### config.mk
export PLATFORM = sky130hd
export DESIGN_NAME = axi_burst_master_flat
export DESIGN_NICKNAME = d
export VERILOG_FILES = /design/src/rtl/axi_pkg.sv /design/src/rtl/axi_burst_master_if.sv /design/src/rtl/axi_beat_counter.sv /design/src/rtl/axi_burst_master.sv /design/src/flat_wrapper.sv
export SDC_FILE = /design/constraint.sdc
export NUM_CORES = 1
export LEC_CHECK = 0
export CAP_MARGIN = 30
export CORE_AREA = 2 2 110 112
export CTS_BUF_LIST = sky130_fd_sc_hd__clkbuf_8
export DETAILED_ROUTE_END_ITERATION = 10
export DIE_AREA = 0 0 112 114
export GPL_ROUTABILITY_DRIVEN = 0
export PLACE_DENSITY = 0.78
export RECOVER_POWER = 100
export SYNTH_ARGS = -nofsm -noshare
export SYNTH_HDL_FRONTEND = slang
export SYNTH_SLANG_ARGS = --single-unit
### constraint.sdc
create_clock -name ACLK -period 5.2 [get_ports ACLK]
set_input_delay 1.04 -clock ACLK [delete_from_list [all_inputs] [get_ports ACLK]]
set_output_delay 1.04 -clock ACLK [all_outputs]
set_load 0.01 [all_outputs]
### src/rtl/axi_pkg.sv
// Shared FSM state type and AXI constants for the burst master.
package axi_pkg;

   typedef enum logic [2:0] {IDLE, AW, WD, BR, AR, RD, DONE} axi_state_e;

   localparam logic [1:0]  AXI_BURST_INCR   = 2'b01;
   localparam logic [1:0]  AXI_RESP_OKAY    = 2'b00;
   localparam logic [1:0]  AXI_RESP_SLVERR  = 2'b10;
   localparam int unsigned AXI_4KB_BOUNDARY = 4096;

   // True when a burst starting at this page offset runs past the end of the 4 KB page.
   function automatic logic crosses_4kb(input logic [11:0] addr_lo, input int unsigned len,
                                        input int unsigned bytes);
      return (32'(addr_lo) + len * bytes) > AXI_4KB_BOUNDARY;
   endfunction

endpackage

### src/rtl/axi_burst_master_if.sv
// Command, data-stream and AXI4 channel bundle for axi_burst_master.
interface axi_burst_master_if #(
   parameter int unsigned ADDR_W  = 32,
   parameter int unsigned DATA_W  = 32,
   parameter int unsigned MAX_LEN = 16
);
   localparam int unsigned LEN_W  = $clog2(MAX_LEN) + 1;
   localparam int unsigned STRB_W = DATA_W / 8;

   logic              cmd_valid, cmd_ready, cmd_we;
   logic [ADDR_W-1:0] cmd_addr;
   logic [LEN_W-1:0]  cmd_len;
   logic              wd_valid, wd_ready;
   logic [DATA_W-1:0] wd_data;
   logic              rd_valid, rd_ready;
   logic [DATA_W-1:0] rd_data;
   logic              done;
   logic [1:0]        resp;

   logic [ADDR_W-1:0] AWADDR, ARADDR;
   logic [7:0]        AWLEN, ARLEN;
   logic [2:0]        AWSIZE, ARSIZE;
   logic [1:0]        AWBURST, ARBURST;
   logic              AWVALID, AWREADY, ARVALID, ARREADY;
   logic [DATA_W-1:0] WDATA, RDATA;
   logic [STRB_W-1:0] WSTRB;
   logic              WLAST, WVALID, WREADY;
   logic [1:0]        BRESP, RRESP;
   logic              BVALID, BREADY;
   logic              RLAST, RVALID, RREADY;

   modport master (
      input  cmd_valid, cmd_we, cmd_addr, cmd_len, wd_valid, wd_data, rd_ready,
             AWREADY, WREADY, BRESP, BVALID, ARREADY, RDATA, RRESP, RLAST, RVALID,
      output cmd_ready, wd_ready, rd_valid, rd_data, done, resp,
             AWADDR, AWLEN, AWSIZE, AWBURST, AWVALID, WDATA, WSTRB, WLAST, WVALID, BREADY,
             ARADDR, ARLEN, ARSIZE, ARBURST, ARVALID, RREADY
   );

   modport slave (
      output cmd_valid, cmd_we, cmd_addr, cmd_len, wd_valid, wd_data, rd_ready,
             AWREADY, WREADY, BRESP, BVALID, ARREADY, RDATA, RRESP, RLAST, RVALID,
      input  cmd_ready, wd_ready, rd_valid, rd_data, done, resp,
             AWADDR, AWLEN, AWSIZE, AWBURST, AWVALID, WDATA, WSTRB, WLAST, WVALID, BREADY,
             ARADDR, ARLEN, ARSIZE, ARBURST, ARVALID, RREADY
   );

endinterface

### src/rtl/axi_beat_counter.sv
// Beat counter shared by write and read data phases: counts 1..len, never wraps.
module axi_beat_counter #(
   parameter int unsigned LEN_W = 5
) (
   input  logic             ACLK,
   input  logic             ARESETN,
   input  logic             i_load,
   input  logic [LEN_W-1:0] i_len,
   input  logic             i_inc,
   output logic             o_last
);
   logic [LEN_W-1:0] r_count;
   logic [LEN_W-1:0] r_len;

   always_ff @(posedge ACLK or negedge ARESETN) begin
      if (!ARESETN) begin
         r_count <= '0;
         r_len   <= '0;
      end else if (i_load) begin
         r_count <= LEN_W'(1);
         r_len   <= i_len;
      end else if (i_inc && !o_last) begin
         r_count <= r_count + LEN_W'(1);
      end
   end

   assign o_last = (r_count == r_len);

endmodule

### src/rtl/axi_burst_master.sv
// Single-outstanding AXI4 INCR burst master driven by a command port and data streams.
// Optional latency counter output enabled by defining AXI_BURST_MASTER_PERF_EN.
module axi_burst_master
   import axi_pkg::*;
#(
   parameter int unsigned ADDR_W  = 32,
   parameter int unsigned DATA_W  = 32,
   parameter int unsigned MAX_LEN = 16
) (
   input  logic               ACLK,
   input  logic               ARESETN,
`ifdef AXI_BURST_MASTER_PERF_EN
   output logic [31:0]        lat_cycles,
`endif
   axi_burst_master_if.master bus
);
   localparam int unsigned LEN_W    = $clog2(MAX_LEN) + 1;
   localparam int unsigned STRB_W   = DATA_W / 8;
   localparam logic [2:0]  AXI_SIZE = 3'($clog2(STRB_W));

   axi_state_e        r_state, w_next;
   logic              r_active;
   logic [ADDR_W-1:0] r_addr;
   logic [LEN_W-1:0]  r_len;
   logic [1:0]        r_resp;
   logic              w_accept, w_cross, w_wbeat, w_rbeat, w_last;
   logic [7:0]        w_axlen;

   // r_active keeps cmd_ready low until the first clock edge after reset release.
   assign w_accept = (r_state == IDLE) && r_active && bus.cmd_valid;
   assign w_cross  = crosses_4kb(bus.cmd_addr[11:0], 32'(bus.cmd_len), STRB_W);
   assign w_wbeat  = (r_state == WD) && bus.wd_valid && bus.WREADY;
   assign w_rbeat  = (r_state == RD) && bus.RVALID && bus.rd_ready;
   assign w_axlen  = 8'(r_len - LEN_W'(1));

   axi_beat_counter #(.LEN_W(LEN_W)) u_beat_counter (
      .ACLK    (ACLK),
      .ARESETN (ARESETN),
      .i_load  (w_accept),
      .i_len   (bus.cmd_len),
      .i_inc   (w_wbeat || w_rbeat),
      .o_last  (w_last)
   );

   always_ff @(posedge ACLK or negedge ARESETN) begin
      if (!ARESETN) begin
         r_state  <= IDLE;
         r_active <= 1'b0;
      end else begin
         r_state  <= w_next;
         r_active <= 1'b1;
      end
   end

   always_ff @(posedge ACLK or negedge ARESETN) begin
      if (!ARESETN) begin
         r_addr <= '0;
         r_len  <= '0;
         r_resp <= AXI_RESP_OKAY;
      end else if (w_accept) begin
         r_addr <= bus.cmd_addr;
         r_len  <= bus.cmd_len;
         r_resp <= w_cross ? AXI_RESP_SLVERR : AXI_RESP_OKAY;
      end else if ((r_state == BR) && bus.BVALID) begin
         r_resp <= bus.BRESP;
      end else if (w_rbeat) begin
         // A premature RLAST is a protocol error regardless of the beat's own response.
         if (bus.RLAST && !w_last) begin
            r_resp <= AXI_RESP_SLVERR;
         end else if (bus.RRESP > r_resp) begin
            r_resp <= bus.RRESP;
         end
      end
   end

   always_comb begin
      w_next        = r_state;
      bus.cmd_ready = 1'b0;
      bus.AWADDR    = r_addr;
      bus.AWLEN     = w_axlen;
      bus.AWSIZE    = AXI_SIZE;
      bus.AWBURST   = AXI_BURST_INCR;
      bus.AWVALID   = 1'b0;
      bus.ARADDR    = r_addr;
      bus.ARLEN     = w_axlen;
      bus.ARSIZE    = AXI_SIZE;
      bus.ARBURST   = AXI_BURST_INCR;
      bus.ARVALID   = 1'b0;
      bus.WDATA     = bus.wd_data;
      bus.WSTRB     = '1;
      bus.WVALID    = 1'b0;
      bus.WLAST     = 1'b0;
      bus.wd_ready  = 1'b0;
      bus.BREADY    = 1'b0;
      bus.rd_data   = bus.RDATA;
      bus.rd_valid  = 1'b0;
      bus.RREADY    = 1'b0;
      bus.done      = 1'b0;
      bus.resp      = r_resp;
      unique case (r_state)
         IDLE: begin
            bus.cmd_ready = r_active;
            if (w_accept) begin
               if (w_cross)         w_next = DONE;
               else if (bus.cmd_we) w_next = AW;
               else                 w_next = AR;
            end
         end
         AW: begin
            bus.AWVALID = 1'b1;
            if (bus.AWREADY) w_next = WD;
         end
         WD: begin
            bus.WVALID   = bus.wd_valid;
            bus.wd_ready = bus.WREADY;
            bus.WLAST    = w_last;
            if (w_wbeat && w_last) w_next = BR;
         end
         BR: begin
            bus.BREADY = 1'b1;
            if (bus.BVALID) w_next = DONE;
         end
         AR: begin
            bus.ARVALID = 1'b1;
            if (bus.ARREADY) w_next = RD;
         end
         RD: begin
            bus.rd_valid = bus.RVALID;
            bus.RREADY   = bus.rd_ready;
            if (w_rbeat && bus.RLAST) w_next = DONE;
         end
         DONE: begin
            bus.done = 1'b1;
            w_next   = IDLE;
         end
         default: w_next = IDLE;
      endcase
   end

`ifdef AXI_BURST_MASTER_PERF_EN
   logic [31:0] r_lat_cnt;
   logic [31:0] w_lat_inc;

   // r_lat_cnt holds the index of the current cycle counted from command accept.
   assign w_lat_inc = (&r_lat_cnt) ? r_lat_cnt : r_lat_cnt + 32'd1;

   always_ff @(posedge ACLK or negedge ARESETN) begin
      if (!ARESETN) begin
         r_lat_cnt  <= '0;
         lat_cycles <= '0;
      end else begin
         if (r_state == IDLE)      r_lat_cnt <= w_accept ? 32'd1 : 32'd0;
         else if (r_state == DONE) r_lat_cnt <= '0;
         else                      r_lat_cnt <= w_lat_inc;
         if ((r_state != DONE) && (w_next == DONE)) lat_cycles <= w_lat_inc;
      end
   end
`endif

endmodule

### src/flat_wrapper.sv
// flat-port wrapper written by rule: the top's interface ports become plain ports
module axi_burst_master_flat import axi_pkg::*;
#(
   parameter int unsigned ADDR_W  = 32,
   parameter int unsigned DATA_W  = 32,
   parameter int unsigned MAX_LEN = 16
)
  (ACLK, ARESETN, bus_cmd_valid, bus_cmd_we, bus_cmd_addr, bus_cmd_len, bus_wd_valid, bus_wd_data, bus_rd_ready, bus_AWREADY, bus_WREADY, bus_BRESP, bus_BVALID, bus_ARREADY, bus_RDATA, bus_RRESP, bus_RLAST, bus_RVALID, bus_cmd_ready, bus_wd_ready, bus_rd_valid, bus_rd_data, bus_done, bus_resp, bus_AWADDR, bus_AWLEN, bus_AWSIZE, bus_AWBURST, bus_AWVALID, bus_WDATA, bus_WSTRB, bus_WLAST, bus_WVALID, bus_BREADY, bus_ARADDR, bus_ARLEN, bus_ARSIZE, bus_ARBURST, bus_ARVALID, bus_RREADY);
  axi_burst_master_if #(.ADDR_W(ADDR_W), .DATA_W(DATA_W), .MAX_LEN(MAX_LEN)) bus_i ();
  input  logic ACLK;
  input  logic ARESETN;
  input wire logic [$bits(bus_i.cmd_valid)-1:0] bus_cmd_valid;
  input wire logic [$bits(bus_i.cmd_we)-1:0] bus_cmd_we;
  input wire logic [$bits(bus_i.cmd_addr)-1:0] bus_cmd_addr;
  input wire logic [$bits(bus_i.cmd_len)-1:0] bus_cmd_len;
  input wire logic [$bits(bus_i.wd_valid)-1:0] bus_wd_valid;
  input wire logic [$bits(bus_i.wd_data)-1:0] bus_wd_data;
  input wire logic [$bits(bus_i.rd_ready)-1:0] bus_rd_ready;
  input wire logic [$bits(bus_i.AWREADY)-1:0] bus_AWREADY;
  input wire logic [$bits(bus_i.WREADY)-1:0] bus_WREADY;
  input wire logic [$bits(bus_i.BRESP)-1:0] bus_BRESP;
  input wire logic [$bits(bus_i.BVALID)-1:0] bus_BVALID;
  input wire logic [$bits(bus_i.ARREADY)-1:0] bus_ARREADY;
  input wire logic [$bits(bus_i.RDATA)-1:0] bus_RDATA;
  input wire logic [$bits(bus_i.RRESP)-1:0] bus_RRESP;
  input wire logic [$bits(bus_i.RLAST)-1:0] bus_RLAST;
  input wire logic [$bits(bus_i.RVALID)-1:0] bus_RVALID;
  output wire logic [$bits(bus_i.cmd_ready)-1:0] bus_cmd_ready;
  output wire logic [$bits(bus_i.wd_ready)-1:0] bus_wd_ready;
  output wire logic [$bits(bus_i.rd_valid)-1:0] bus_rd_valid;
  output wire logic [$bits(bus_i.rd_data)-1:0] bus_rd_data;
  output wire logic [$bits(bus_i.done)-1:0] bus_done;
  output wire logic [$bits(bus_i.resp)-1:0] bus_resp;
  output wire logic [$bits(bus_i.AWADDR)-1:0] bus_AWADDR;
  output wire logic [$bits(bus_i.AWLEN)-1:0] bus_AWLEN;
  output wire logic [$bits(bus_i.AWSIZE)-1:0] bus_AWSIZE;
  output wire logic [$bits(bus_i.AWBURST)-1:0] bus_AWBURST;
  output wire logic [$bits(bus_i.AWVALID)-1:0] bus_AWVALID;
  output wire logic [$bits(bus_i.WDATA)-1:0] bus_WDATA;
  output wire logic [$bits(bus_i.WSTRB)-1:0] bus_WSTRB;
  output wire logic [$bits(bus_i.WLAST)-1:0] bus_WLAST;
  output wire logic [$bits(bus_i.WVALID)-1:0] bus_WVALID;
  output wire logic [$bits(bus_i.BREADY)-1:0] bus_BREADY;
  output wire logic [$bits(bus_i.ARADDR)-1:0] bus_ARADDR;
  output wire logic [$bits(bus_i.ARLEN)-1:0] bus_ARLEN;
  output wire logic [$bits(bus_i.ARSIZE)-1:0] bus_ARSIZE;
  output wire logic [$bits(bus_i.ARBURST)-1:0] bus_ARBURST;
  output wire logic [$bits(bus_i.ARVALID)-1:0] bus_ARVALID;
  output wire logic [$bits(bus_i.RREADY)-1:0] bus_RREADY;
  assign bus_i.cmd_valid = bus_cmd_valid;
  assign bus_i.cmd_we = bus_cmd_we;
  assign bus_i.cmd_addr = bus_cmd_addr;
  assign bus_i.cmd_len = bus_cmd_len;
  assign bus_i.wd_valid = bus_wd_valid;
  assign bus_i.wd_data = bus_wd_data;
  assign bus_i.rd_ready = bus_rd_ready;
  assign bus_i.AWREADY = bus_AWREADY;
  assign bus_i.WREADY = bus_WREADY;
  assign bus_i.BRESP = bus_BRESP;
  assign bus_i.BVALID = bus_BVALID;
  assign bus_i.ARREADY = bus_ARREADY;
  assign bus_i.RDATA = bus_RDATA;
  assign bus_i.RRESP = bus_RRESP;
  assign bus_i.RLAST = bus_RLAST;
  assign bus_i.RVALID = bus_RVALID;
  assign bus_cmd_ready = bus_i.cmd_ready;
  assign bus_wd_ready = bus_i.wd_ready;
  assign bus_rd_valid = bus_i.rd_valid;
  assign bus_rd_data = bus_i.rd_data;
  assign bus_done = bus_i.done;
  assign bus_resp = bus_i.resp;
  assign bus_AWADDR = bus_i.AWADDR;
  assign bus_AWLEN = bus_i.AWLEN;
  assign bus_AWSIZE = bus_i.AWSIZE;
  assign bus_AWBURST = bus_i.AWBURST;
  assign bus_AWVALID = bus_i.AWVALID;
  assign bus_WDATA = bus_i.WDATA;
  assign bus_WSTRB = bus_i.WSTRB;
  assign bus_WLAST = bus_i.WLAST;
  assign bus_WVALID = bus_i.WVALID;
  assign bus_BREADY = bus_i.BREADY;
  assign bus_ARADDR = bus_i.ARADDR;
  assign bus_ARLEN = bus_i.ARLEN;
  assign bus_ARSIZE = bus_i.ARSIZE;
  assign bus_ARBURST = bus_i.ARBURST;
  assign bus_ARVALID = bus_i.ARVALID;
  assign bus_RREADY = bus_i.RREADY;
  axi_burst_master #(.ADDR_W(ADDR_W), .DATA_W(DATA_W), .MAX_LEN(MAX_LEN)) u_core (.ACLK(ACLK), .ARESETN(ARESETN), .bus(bus_i));
endmodule
-- After elaboration in Yosys (flattened, before gate mapping)
Cells that the tools add are included.
- $add $sub $neg: 3
- order comparisons: 2
- equality and inequality tests: 13
- multiplexer cells: 27
- reductions and logical operators: 19
- operators with widths (cell ; number):
    $gt 32x13->1 const B ; 1
    $mux 3 ; 8
    $pmux 3 s6 ; 1
    $add 12x7->13 ; 1
    $mux 2 ; 6
    $ne 2x2->1 const B ; 6
    $logic_and 1x1->1 ; 11
    $mux 1 ; 10
    $mux 5 ; 2
    $eq 3x3->1 const B ; 3
    $eq 3x2->1 const B ; 2
    $reduce_and 6->1 ; 1
    $sub 5x1->6 const B ; 1
    $add 5x1->5 const B ; 1
    $eq 5x5->1 ; 1
    $reduce_bool 4->1 ; 1
    $eq 3x1->1 const B ; 1
    $logic_not 3->1 ; 1
    $reduce_bool 3->1 ; 1
    $gt 2x2->1 ; 1
    $reduce_and 2->1 ; 1
    $reduce_bool 2->1 ; 1
    $logic_not 1->1 ; 1
    $logic_or 1x1->1 ; 1
- register bits after elaboration: 48
- bits of input ports: 117
- output and inout bits: 170
- word-level logic and storage cells: 70

-- Longest topological paths before layout
Gate-level depths: netlist of run 1.
- depth in word-level cells: 7
- gate-level depth with buffers: 9
- depth with buffers taken out: 9

-- Modules after synthesis
A second synthesis of run 1 with hierarchy kept.
- cell total of the unflattened synthesis: 433
- area total of the unflattened synthesis: 3667.3 µm²
- by module, submodules not included (module ; instances ; cells an instance ; area each (µm²) ; sequential area each (µm²)):
    axi_burst_master ; 1 ; 383 ; 3114.2 ; 1076.0
    axi_beat_counter ; 1 ; 50 ; 553.0 ; 250.2

-- Least setup slack after synthesis of run 1
Ideal clock, no wire load.
- path kind: input to register
- from: in bus_cmd_len[0]
- to: reg u_core.r_state[2]
- setup time: 131 ps
- arrival time: 2668 ps
- data required time: 5069 ps
- setup slack: 2401 ps
- stages: 9
- buffers on the path: 0
- cell sequence: ha_1 -> inv_1 -> fa_1 -> nor2b_1 -> o21ai_1 -> xnor2_1 -> o31ai_2 -> a2111oi_0 -> or3_1
- longest elaborated chain between the ends: 5
- RTL lines (item ; RTL line ; source):
    start: declaration ; flat_wrapper.sv:15 ; input wire logic [$bits(bus_i.cmd_len)-1:0] bus_cmd_len;
    $add 12x7->13 ; axi_pkg.sv:14 ; return (32'(addr_lo) + len * bytes) > AXI_4KB_BOUNDARY;
    $gt 32x13->1 ; axi_pkg.sv:14 ;
    $mux 3 ; axi_burst_master.sv:104 ; if (w_cross) w_next = DONE;
    $mux 3 ; axi_burst_master.sv:103 ; if (w_accept) begin
    $pmux 3 s6 ; axi_burst_master.sv:100 ; unique case (r_state)
    end signal: assignment ; axi_burst_master.sv:50 ; r_state <= w_next;
    end: declaration ; axi_burst_master.sv:21 ; axi_state_e r_state, w_next;
Every way passes these cells. The select of a mux whose other input is x is not followed.
A chain may end at the register's enable or synchronous reset.

-- Final worst setup path of run 1
- from: in bus_cmd_valid
- to: reg u_core.r_resp[0] (netlist: u_core.bus.resp[0])
- longest elaborated chain between the ends: 3
- elaborated cells on any way between the ends: 5
- classes of those cells: mux (1); reduce/logical (4)
- RTL lines (item ; RTL line ; source):
    start: declaration ; flat_wrapper.sv:12 ; input wire logic [$bits(bus_i.cmd_valid)-1:0] bus_cmd_valid;
    $logic_and 1x1->1 (*) ; axi_burst_master.sv:30 ; assign w_accept = (r_state == IDLE) && r_active && bus.cmd_valid;
    $reduce_bool 4->1 (no line) or $reduce_bool 3->1 (tied branches) ; -- ;
    $reduce_and 2->1 (no line) ; -- ;
    end signal: assignment ; axi_burst_master.sv:63 ; r_resp <= w_cross ? AXI_RESP_SLVERR : AXI_RESP_OKAY;
    end signal: assignment ; axi_burst_master.sv:65 ; r_resp <= bus.BRESP;
    end signal: assignment ; axi_burst_master.sv:71 ; r_resp <= bus.RRESP;
    end: declaration ; axi_burst_master.sv:25 ; logic [1:0] r_resp;
Mark *: on every way between the ends. The rest lies on a longest branch, timed or not.

==> results of run 1 <==
cell families after synthesis:
kind of cell               after synthesis  synth area share
xor gates and xnor gates                14            0.0358
adders and majority gates               10            0.0387
other                                    2           0.00219
muxes                                    5            0.0153
and+or+nand+nor                        161             0.211
buffers and inverters                  142             0.290
DFF                                     48             0.350
AOI/OAI and AO/OA                       27            0.0569
final timing paths:
kind,to,slack [ps]
hold / removal,u_core.bus.ARADDR[18],500
setup / recovery,u_core.bus.resp[0],1410
min in group asynchronous,u_core.bus.ARADDR[27],1030
max in group asynchronous,u_core.bus.ARADDR[1],2320
hold reg to reg,u_core.bus.ARADDR[18],500
setup reg to reg,u_core.bus.resp[0],1640
placed cells by master, fill, tap and decap left out, types with 3 or more instances in the layout:
master           instances
o21ai_1                  3
mux2i_1                  3
o21ai_0                  4
nor3_1                   3
conb_1                  15
ha_1                     9
dlygate4sd3_1           92
xnor2_1                  3
clkdlybuf4s50_1         51
or3_1                    3
a21oi_1                  6
xor2_1                  11
nor2b_1                  3
nor3b_1                  3
dfrtp_1                 48
inv_1                   11
nand2b_1                 3
nand2_1                116
and3_1                   4
clkbuf_8                 6
clkbuf_1                 3
nor2_1                  11
and2_1                   3
layout make-up:
type                       instances  area [um2]
sequential                        48        1200
timing repair buffer             146        1440
clock inverter                     2        11.3
clock buffer                       6        82.6
tap                              147         184
inverter                          10        37.5
fill                            1206        7490
multi-input combinational        232        1260
worst register-to-register path, stage by stage (launching register included):
cell and delay, ps:
dfrtp_1 570, nor4b_1 480, and2_0 1720, nor3_1 280, mux2_1 410
sequential cells by signal (all words and copies together), names as in the netlist:
name and flops:
u_core.r_len 5, u_core.r_state 3, u_core.r_active 1, u_core.bus.ARADDR 32
u_core.u_beat_counter.r_count 5, u_core.bus.resp 2
stage by stage:
stage	util	hold slack, ps	setup WS [ps]
2_1_floorplan	-	524	2400
3_3_place_gp	0.354	483	1790
3_5_place_dp	0.356	493	1740
4_1_cts	0.364	515	1830
5_1_grt	0.360	539	1030
6_report	0.360	495	1410
metal layers:
metal	wire, um	vias to the layer above	global-route usage
met3	751	33	0.0499
met1	3380	1213	0.143
met2	4330	143	0.238
li1	-	1230	-
met5	13	-	0
met4	248	2	0.0561
power breakdown:
part / internal, uW / total (uW) / leakage [uW] / switching, uW
Sequential: 535 / 706 / 0.000600 / 171
Clock: 106 / 232 / 0.0000486 / 126
Combinational: 655 / 1250 / 0.00141 / 591
synthesized netlist by cell type (3+ instances only):
master    number
nand2_1      116
clkbuf_1       6
buf_4        121
dfrtp_1       48
and3_1         4
o21ai_0        3
mux2i_1        3
o21ai_1        4
and2_1         4
nor2b_1        3
a21oi_1        5
ha_1           9
xnor2_1        3
nand2b_1       3
nor2_1        11
xor2_1        11
or3_1          3
inv_1         10
buf_2          5
==> results.md, run 1 <==
- Outcome: complete, but fails checks
- Failing checks: capacitance limit, slew limit
- Seq/Total Area, Yosys: 0.350
- Crit-path slowest cell: and2_0
- Hold-critical path depth: 2
- Mapped Area: roughly 3400 um2
- Pre-Repair DR Iteration Count: 4
- FFs w/ async S/R, synth: 1.00
- CP required: around 5400 ps
- Total track usage: 0.134
- Share of post-route cells with drive strength above 1: 0.0225
- Net count, final: 570
- Post-synthesis register bit count: 48
- Drt drc: 0
- Boundary pin count: 287
- Final setup fails: 0
- Slew Viols, Final: 45
- Top_reg_cell synth: dfrtp_1
- Critical path type: in2reg
- Tmin final: about 3800 ps
- Max-Cap Viols: 1
- Worst path depth: 4
- Slew margin rel.: -0.511
- WL per Instance: 14.8 um
- Worst Hold Class: reg2reg
- Largest net degree at the start of global routing: 45
- Post-DRT Antenna Nets: 0
- Leakage: about 0.0021 uW
- Worst-path cell chain: dlygate4sd3_1 -> and2_0 -> nor3_1 -> mux2_1
- Crit path max fanout: between 40 and 50
- Crit path buf inv count: 1
- Full die area: 12,800 um2
- Clock Latency Late Sink: 300 ps
- Slew @ Worst Pin: approximately 2300 ps
- Initial antenna violation count: 1
- Final wirelength: 8.73 mm
- Critical Path Sink Type: flip-flop
- Cell Pwr Density: ~520 nW/um2
- CP startpoint: bus_cmd_valid
- HPWL after detailed placement: ~7 mm
- FP Rows: 40
- Clock sinks: 48
- Crit start category: input pin
- Worst Path Arrival: 3980 ps
- Vias in the first global route: 2,704
- Critical Path Max Stage Delay: 1670 ps
- Avg Cell Area, Syn: about 8.4 um2
- Post-CTS sizing: 0
- Inst Count DP: 583
- Post-synth EDFFs: 0
- Dpl cell area: 4170 um2
- Congestion Overflow GR: 0
- Tcrit/Tclk final: 0.729
- Hold path start: u_core.bus.ARADDR[18]
- Worst vdd ir: between 0.2 and 0.3 mV
- Final instance area: 4220 um2
- Worst-path clk slew: about 90 ps
- First-pass GRT wire length: 13.6 mm
- Worst R2R Path Depth: 4
- CTS tree: built
- Via count: between 2k and 3k
- Synth top area share: 0.350
- Crit path max-delay family: simple AND/OR/NAND/NOR gates
- Initial DRC Count: 148
- Clock Tree Buf Depth: 2
- Clk root buf: clkbuf_8
- Synth area leaders: dfrtp_1 (35%), buf_4 (26%), nand2_1 (13%)
- Post-CTS setup buffer count: 0
- Diode count: 0
- Cts hold-fix bufs: 0
- Area growth, synth to finish: 23.0%
- Cell count after synthesis: 409
- Final hold viol count: 0
- H-tree Lvls: 2
- Worst r2r src: u_core.r_state[0]
- Die Span Y: 114 um
- Tot Pwr: 2180 uW
- Clock skew: 8.72 ps
- Vias/cell: 4.43
- TritonCTS Buffers: 5
- Unrepaired setup endpoints after global routing: no
- Netlist cell types: 49
- Port Buf Inserts: 144
- Die X-Extent: 112 um
- Starting Density: 0.293
- Non-Filler Instances: 591
- Area leader, netlist: dfrtp_1
- Sum Neg Setup Slack: 0 ps
- Max Clk Rate: 264 MHz
- Core Area: between 10,000 and 15,000 um2
- Yosys warning total: 0
(Power assumes the default switching activity.)
==> run 2: changes to the inputs <==
==> constraint.sdc (replaced) <==
create_clock -name ACLK -period 3.65 [get_ports ACLK]
set_input_delay 0.73 -clock ACLK [delete_from_list [all_inputs] [get_ports ACLK]]
set_output_delay 0.73 -clock ACLK [all_outputs]
set_load 0.01 [all_outputs]
==> run 2 against run 1 <==
- the flow now finishes without violations
- non-clock buffer count rose by 1
- global-route usage fell by 0.36 points
- clock-buffer cell count did not move
- register-to-register slack got worse by 920 ps
- hold slack improved by 4.0 ps
- via count rose by 1.9%
- die area did not move
- sequential power rose by 43%
- clock skew fell by 3.4 ps
- largest cell class unchanged
==> results.md, run 2 (synthesized netlist as in run 1, its figures left out) <==
- Drt drc: 0 (unchanged)
- Core Area: 11,700 um2 (unchanged)
- Final setup fails: 0 (unchanged)
- Crit start category: input pin
- Hold-critical path depth: 2 (unchanged)
- Die X-Extent: 112 um (unchanged)
- Via count: 2,670 (+1.9%)
- Post-CTS sizing: 0 (unchanged)
- HPWL after detailed placement: 6.90 mm (-0.88%)
- Internal power: 1840 uW (+42%)
- Non-Filler Instances: 592 (+0.17%)
- Die Span Y: 114 um (unchanged)
- Crit path buf inv count: 2 (+1)
- Starting Density: 0.293 (unchanged)
- Final wirelength: 8.64 mm (-1.0%)
- Final WS setup: 545 ps (-864 ps)
- Slew @ Worst Pin: 1370 ps (-894 ps)
- Clock Tree Buf Depth: 2 (unchanged)
- Worst R2R Path Depth: 5 (+1)
- Congestion Overflow GR: 0 (unchanged)
- Worst path depth: 10 (+6)
- Worst Setup Slack post-DPL: 476 ps (-1270 ps)
- Initial DRC Count: 127 (-14%)
- Slew Viols, Final: 0 (-100%)
- Unrepaired setup endpoints after global routing: no
- Max Clk Rate: about 320 MHz
- Cell Pwr Density: 736 nW/um2 (+42%)
- Worst-path cell chain: dlygate4sd3_1 -> ha_1 -> inv_1 -> fa_1 -> nor2b_1 -> o21ai_0 -> xnor2_1 -> o31ai_1 -> a2111oi_0 -> or3_1
- FP Rows: 40 (unchanged)
- Commonest cells after routing, fill and taps aside: nand2_1 (116), dlygate4sd3_1 (92), clkdlybuf4s50_1 (51)
- Worst vdd ir: 0.454 mV (+53%)
- Net count, final: 571 (+0.18%)
- Crit path max fanout: 4 (-91%)
- Crit path to: u_core.r_state[2]
- Setup slack, reg-to-reg: 720 ps (-920 ps)
- Critical path type: in2reg
- Post-CTS setup buffer count: 0 (unchanged)
- Slew margin rel.: 0.0840 (+0.595)
- Net switching power: 1260 uW (+42%)
- TritonCTS Buffers: 5 (unchanged)
- Full die area: 12,800 um2 (unchanged)
- Vias/cell: 4.51 (+1.7%)
- Worst R2R End: u_core.r_len[0]
- Sequential share of power: 0.324 (about the same)
- Inst Count DP: 584 (+0.17%)
- Tmin final: 3100 ps
- Worst r2r src: u_core.r_state[0]
- Clock skew: 5.29 ps (-3.43 ps)
- Crit-path slowest cell: dlygate4sd3_1
- Clock Latency Late Sink: 300 ps (about the same)
- Critical Path Sink Type: flip-flop
- Clk pwr share: 0.108 (+0.002)
- Most common cell after layout, fill and taps aside: nand2_1
- Clock sinks: 48 (unchanged)
- Final hold viol count: 0 (unchanged)
- CP required: 3830 ps (-1560 ps)
- Sw Share: 0.406 (about the same)
- Max-Cap Viols: 0 (-1)
- Sum Neg Setup Slack: 0 ps (unchanged)
- Tcrit/Tclk final: 0.851
- Pre-Repair DR Iteration Count: 4 (unchanged)
- CTS tree: built
- Combinational share of power: 0.568 (-0.003)
- Worst Hold Class: reg2reg
- Post-DRT Antenna Nets: 0 (unchanged)
- Share of post-route cells with drive strength above 1: 0.0247 (+0.00220)
- First-pass GRT wire length: 13.4 mm (-1.3%)
- Vias in the first global route: 2,647 (-2.1%)
- Clk root buf: clkbuf_8
- Crit path max-delay family: compound AO/OA/AOI/OAI gates
- Cts hold-fix bufs: 0 (unchanged)
- Tot Pwr: 3110 uW (+42%)
- Port Buf Inserts: 144 (unchanged)
- Critical Path Max Stage Delay: 560 ps (-1110 ps)
- Worst-path clk slew: 90 ps (about the same)
- Initial antenna violation count: 1 (unchanged)
- WHS: 499 ps (+4.04 ps)
- H-tree Lvls: 2 (unchanged)
- Leakage: 0.00207 uW (+0.26%)
- Area growth, synth to finish: 23.2%
- Largest net degree at the start of global routing: 26 (-42%)
- WL per Instance: 14.6 um (-1.2%)
- Diode count: 0 (unchanged)
- Total track usage: 0.130 (-0.00365)
- CP startpoint: bus_cmd_addr[2]
- Worst Path Arrival: 3290 ps (-690 ps)
- Outcome: finished, final reports clean
- Boundary pin count: 287 (unchanged)
- Max reg flops: 32 (unchanged)
[run 2: changes by cell type in the layout (fill, tap and decap cells not counted), sizes merged]
cell / before / now
buf: 0 / 1
[run 2: final cells by class]
cell class,instances,area [um2]
Tap cell,147,184
Inverter,10,37.5
Multi-Input combinational cell,232,1260
Fill cell,1209,7490
Timing Repair Buffer,147,1450
Sequential cell,48,1200
Clock buffer,6,82.6
Clock inverter,2,11.3
[run 2: how the worst min path moves through the flow]
stage	startpoint	endpoint
CTS	ARESETN	u_core.bus.ARADDR[27]
detailed placement	u_core.bus.ARADDR[11]	u_core.bus.ARADDR[11]
floorplan	ARESETN	u_core.bus.ARADDR[0]
global route	u_core.bus.ARADDR[20]	u_core.bus.ARADDR[20]
finish	u_core.bus.ARADDR[28]	u_core.bus.ARADDR[28]
global placement	u_core.bus.ARADDR[1]	u_core.bus.ARADDR[1]
[run 2: worst register-to-register path, cell delays in order (launching register included)]
cell and delay, ps:
dfrtp_1 580, nor4b_1 500, and2_0 1110, buf_4 440
nand2_1 140, o21ai_0 80
[run 2: stage by stage]
| step | area, um2 | utilization |
|---|---|---|
| 2_1_floorplan | 3480 | - |
| 3_3_place_gp | 4160 | 0.355 |
| 3_5_place_dp | 4180 | 0.357 |
| 4_1_cts | 4270 | 0.365 |
| 5_1_grt | 4220 | 0.361 |
| 6_report | 4220 | 0.361 |
[run 2: routing by layer]
layer  global-route usage  vias to the layer above  share of wire
met5                    0                        -         0.0015
met4               0.0415                        2          0.020
met3               0.0510                       29          0.095
met2                0.227                      147           0.49
met1                0.147                     1259           0.39
li1                     -                     1233              -
[run 2: power by group through the flow]
stage / clock [uW] / combinational [uW] / sequential [uW]
final: 335 / 1760 / 1010
after global routing: 374 / 1920 / 1050
after CTS: 360 / 1990 / 1030
after detailed placement: 0 / 1980 / 1030
after global placement: 0 / 1940 / 1020
after floorplan: 0 / 1180 / 1030
==> run 3: changes to the inputs <==
--- a/config.mk
+++ b/config.mk
@@ -6,13 +6,14 @@
 export NUM_CORES = 1
 export LEC_CHECK = 0
 export CAP_MARGIN = 30
-export CORE_AREA = 2 2 110 112
+export CORE_AREA = 2 2 112 114
 export CTS_BUF_LIST = sky130_fd_sc_hd__clkbuf_8
 export DETAILED_ROUTE_END_ITERATION = 10
-export DIE_AREA = 0 0 112 114
+export DIE_AREA = 0 0 114 116
 export GPL_ROUTABILITY_DRIVEN = 0
 export PLACE_DENSITY = 0.78
 export RECOVER_POWER = 100
 export SYNTH_ARGS = -nofsm -noshare
 export SYNTH_HDL_FRONTEND = slang
+export SYNTH_HIERARCHICAL = 1
 export SYNTH_SLANG_ARGS = --single-unit
==> run 3 against run 2 <==
- cell area rose by 6.2%
- register-to-register slack improved by 160 ps
- area after synthesis rose by 7.0%
- clock skew rose by 10 ps
- largest cell class unchanged
==> results.md, run 3 <==
- Top-count cell post-synth: buf_4
- Inst Count DP: 608 (+4.1%)
- Max-Cap Viols: 0 (unchanged)
- Share of post-route cells with drive strength above 1: 0.0427 (+0.0180)
- Die X-Extent: 114 um (+1.8%)
- Boundary pin count: 287 (unchanged)
- Synth top area share: 0.362 (+0.0113)
- FFs w/ async S/R, synth: 1.00 (unchanged)
- TritonCTS Buffers: 5 (unchanged)
- Clock skew: 15.5 ps (+10.2 ps)
- Netlist cell types: 48 (-2.0%)
- Worst Setup Slack post-DPL: 369 ps (-107 ps)
- CP required: 3900 ps (+70 ps)
- Area leader, netlist: dfrtp_1
- Largest net degree at the start of global routing: 38 (+46%)
- Slew Viols, Final: 0 (unchanged)
- Area growth, synth to finish: 22.3%
- Cell count after synthesis: 433 (+5.9%)
- Clk root buf: clkbuf_8
- Leakage: 0.00217 uW (+5.0%)
- Total track usage: 0.136 (+0.00582)
- Slew @ Worst Pin: 1130 ps (-240 ps)
- Core Area: 11,900 um2 (+1.7%)
- Diode count: 0 (unchanged)
- Avg Cell Area, Syn: 8.47 um2 (+1.0%)
- Cell Pwr Density: 739 nW/um2 (+0.45%)
- H-tree Lvls: 2 (unchanged)
- Mapped Area: 3670 um2 (+7.0%)
- Final WS setup: 594 ps (+49.2 ps)
- Net count, final: 595 (+4.2%)
- Sum Neg Setup Slack: 0 ps (unchanged)
- Initial antenna violation count: 0 (-1)
- Via count: 2,728 (+2.2%)
- Worst vdd ir: 0.268 mV (-41%)
- Full die area: 13,200 um2 (+3.6%)
- Worst-path clk slew: 90 ps (about the same)
- Critical Path Sink Type: flip-flop
- Congestion Overflow GR: 0 (unchanged)
- Post-synthesis register bit count: 53 (+10%)
- Synth top cells by count: buf_4 (122), nand2_1 (117), dfrtp_1 (53)
- Max reg flops: 32 (unchanged)
- FP Rows: 40 (unchanged)
- HPWL after detailed placement: 7.14 mm (+3.5%)
- Crit start category: input pin
- First-pass GRT wire length: 14.1 mm (+4.9%)
- Post-CTS sizing: 0 (unchanged)
- Final setup fails: 0 (unchanged)
- Tmin final: 3060 ps (-49.2 ps)
- Initial DRC Count: 93 (-27%)
- Critical path type: in2reg
- WL per Instance: 14.7 um (+0.45%)
- Die Span Y: 116 um (+1.8%)
- Top_reg_cell synth: dfrtp_1
- Clock Tree Buf Depth: 2 (unchanged)
- Final hold viol count: 0 (unchanged)
- Vias/cell: 4.44 (-1.6%)
- Dpl cell area: 4400 um2 (+5.4%)
- Final instance area: 4480 um2 (+6.2%)
- Total of fill cells in the finished design: 1,224 (+1.2%)
- Clock Latency Late Sink: 320 ps (+20 ps)
- Synth area leaders: dfrtp_1 (36%), buf_4 (25%), nand2_1 (12%)
- CTS tree: built
- Port Buf Inserts: 144 (unchanged)
- Post-DRT Antenna Nets: 0 (unchanged)
- Worst Hold Class: reg2reg
- Max Clk Rate: 327 MHz (+1.6%)
- Post-synth EDFFs: 0 (unchanged)
- Worst Path Arrival: 3310 ps (+20 ps)
- Hold-critical path depth: 2 (unchanged)
- Clock sinks: 53 (+10%)
- Yosys warning total: 6 (+6)
- Commonest cells after routing, fill and taps aside: nand2_1 (117), dlygate4sd3_1 (92), dfrtp_1 (53)
- Non-Filler Instances: 615 (+3.9%)
- Final core utilization: 0.376 (+0.0158)
- Most common cell after layout, fill and taps aside: nand2_1
- Cts hold-fix bufs: 0 (unchanged)
- Tcrit/Tclk final: 0.837 (-0.0135)
- Final wirelength: 9.01 mm (+4.4%)
- Crit path max fanout: 4 (unchanged)
- Post-CTS setup buffer count: 0 (unchanged)
- Seq/Total Area, Yosys: 0.362 (+0.0113)
- Pre-Repair DR Iteration Count: 4 (unchanged)
- Vias in the first global route: 2,794 (+5.6%)
- Worst R2R Path Depth: 6 (+1)
- Unrepaired setup endpoints after global routing: no
- Starting Density: 0.308 (+0.0151)
- Outcome: finished, final reports clean
- Drt drc: 0 (unchanged)
- Slew margin rel.: 0.245 (+0.161)
## run 3: critical path, stage by stage
cell and delay (ps):
dlygate4sd3_1 610, ha_1 190, inv_1 50, fa_1 390
nand2b_1 200, a21oi_1 130, o2111ai_1 130, a31o_1 270
a2111oi_0 440, a211o_1 150
## run 3: kinds of logic (layout without fill, tap and decap cells)
group                      after synthesis  in the layout  synth area share
adders and majority gates               10             10            0.0362
buffers and inverters                  143            165             0.272
other                                    2             15           0.00205
xor gates and xnor gates                11             11            0.0263
and+or+nand+nor                        173            173             0.212
DFF                                     53             53             0.362
muxes                                   11             11            0.0334
AOI/OAI and AO/OA                       30             30            0.0573
## run 3: where the power goes
part	internal [uW]	leakage (uW)	switching [uW]	total [uW]
clock network	200	0.0000540	199	399
logic	968	0.00145	863	1830
registers	845	0.000662	238	1080
## run 3: worst paths after layout
check	to	start	slack, ps
max in group asynchronous	u_core/r_state[0]	ARESETN	1610
min reg2reg	u_core/bus.ARADDR[1]	u_core/bus.ARADDR[1]	500
min in group asynchronous	u_core/bus.ARADDR[16]	ARESETN	600
min	u_core/bus.ARADDR[1]	u_core/bus.ARADDR[1]	500
max reg2reg	u_core/bus.ARADDR[28]	u_core/r_state[0]	880
max	u_core/r_state[2]	bus_cmd_len[0]	590
## run 3: per-layer routing
layer | GRT usage | vias to the layer above | wire length (um) | part of all wire
li1 | - | 1318 | - | -
met1 | 0.156 | 1262 | 3550 | 0.39
met2 | 0.215 | 126 | 4370 | 0.49
met3 | 0.0659 | 22 | 847 | 0.094
met4 | 0.0593 | 0 | 239 | 0.027
met5 | 0 | - | 0 | 0
## run 3: through the flow
stage          total power, uW  hold slack, ps
6_report                  3310             499
2_1_floorplan             2370             434
5_1_grt                   3590             534
4_1_cts                   3590             365
3_3_place_gp              3110             482
3_5_place_dp              3170             493
## run 3: area by class of cell
type,count,area [um2],area share
Timing Repair Buffer,147,1450,0.324
Multi-Input combinational cell,250,1380,0.307
Sequential cell,53,1330,0.296
Tap cell,147,184,0.0410
Clock buffer,5,68.8,0.0153
Inverter,11,41.3,0.00921
Clock inverter,2,35.0,0.00781
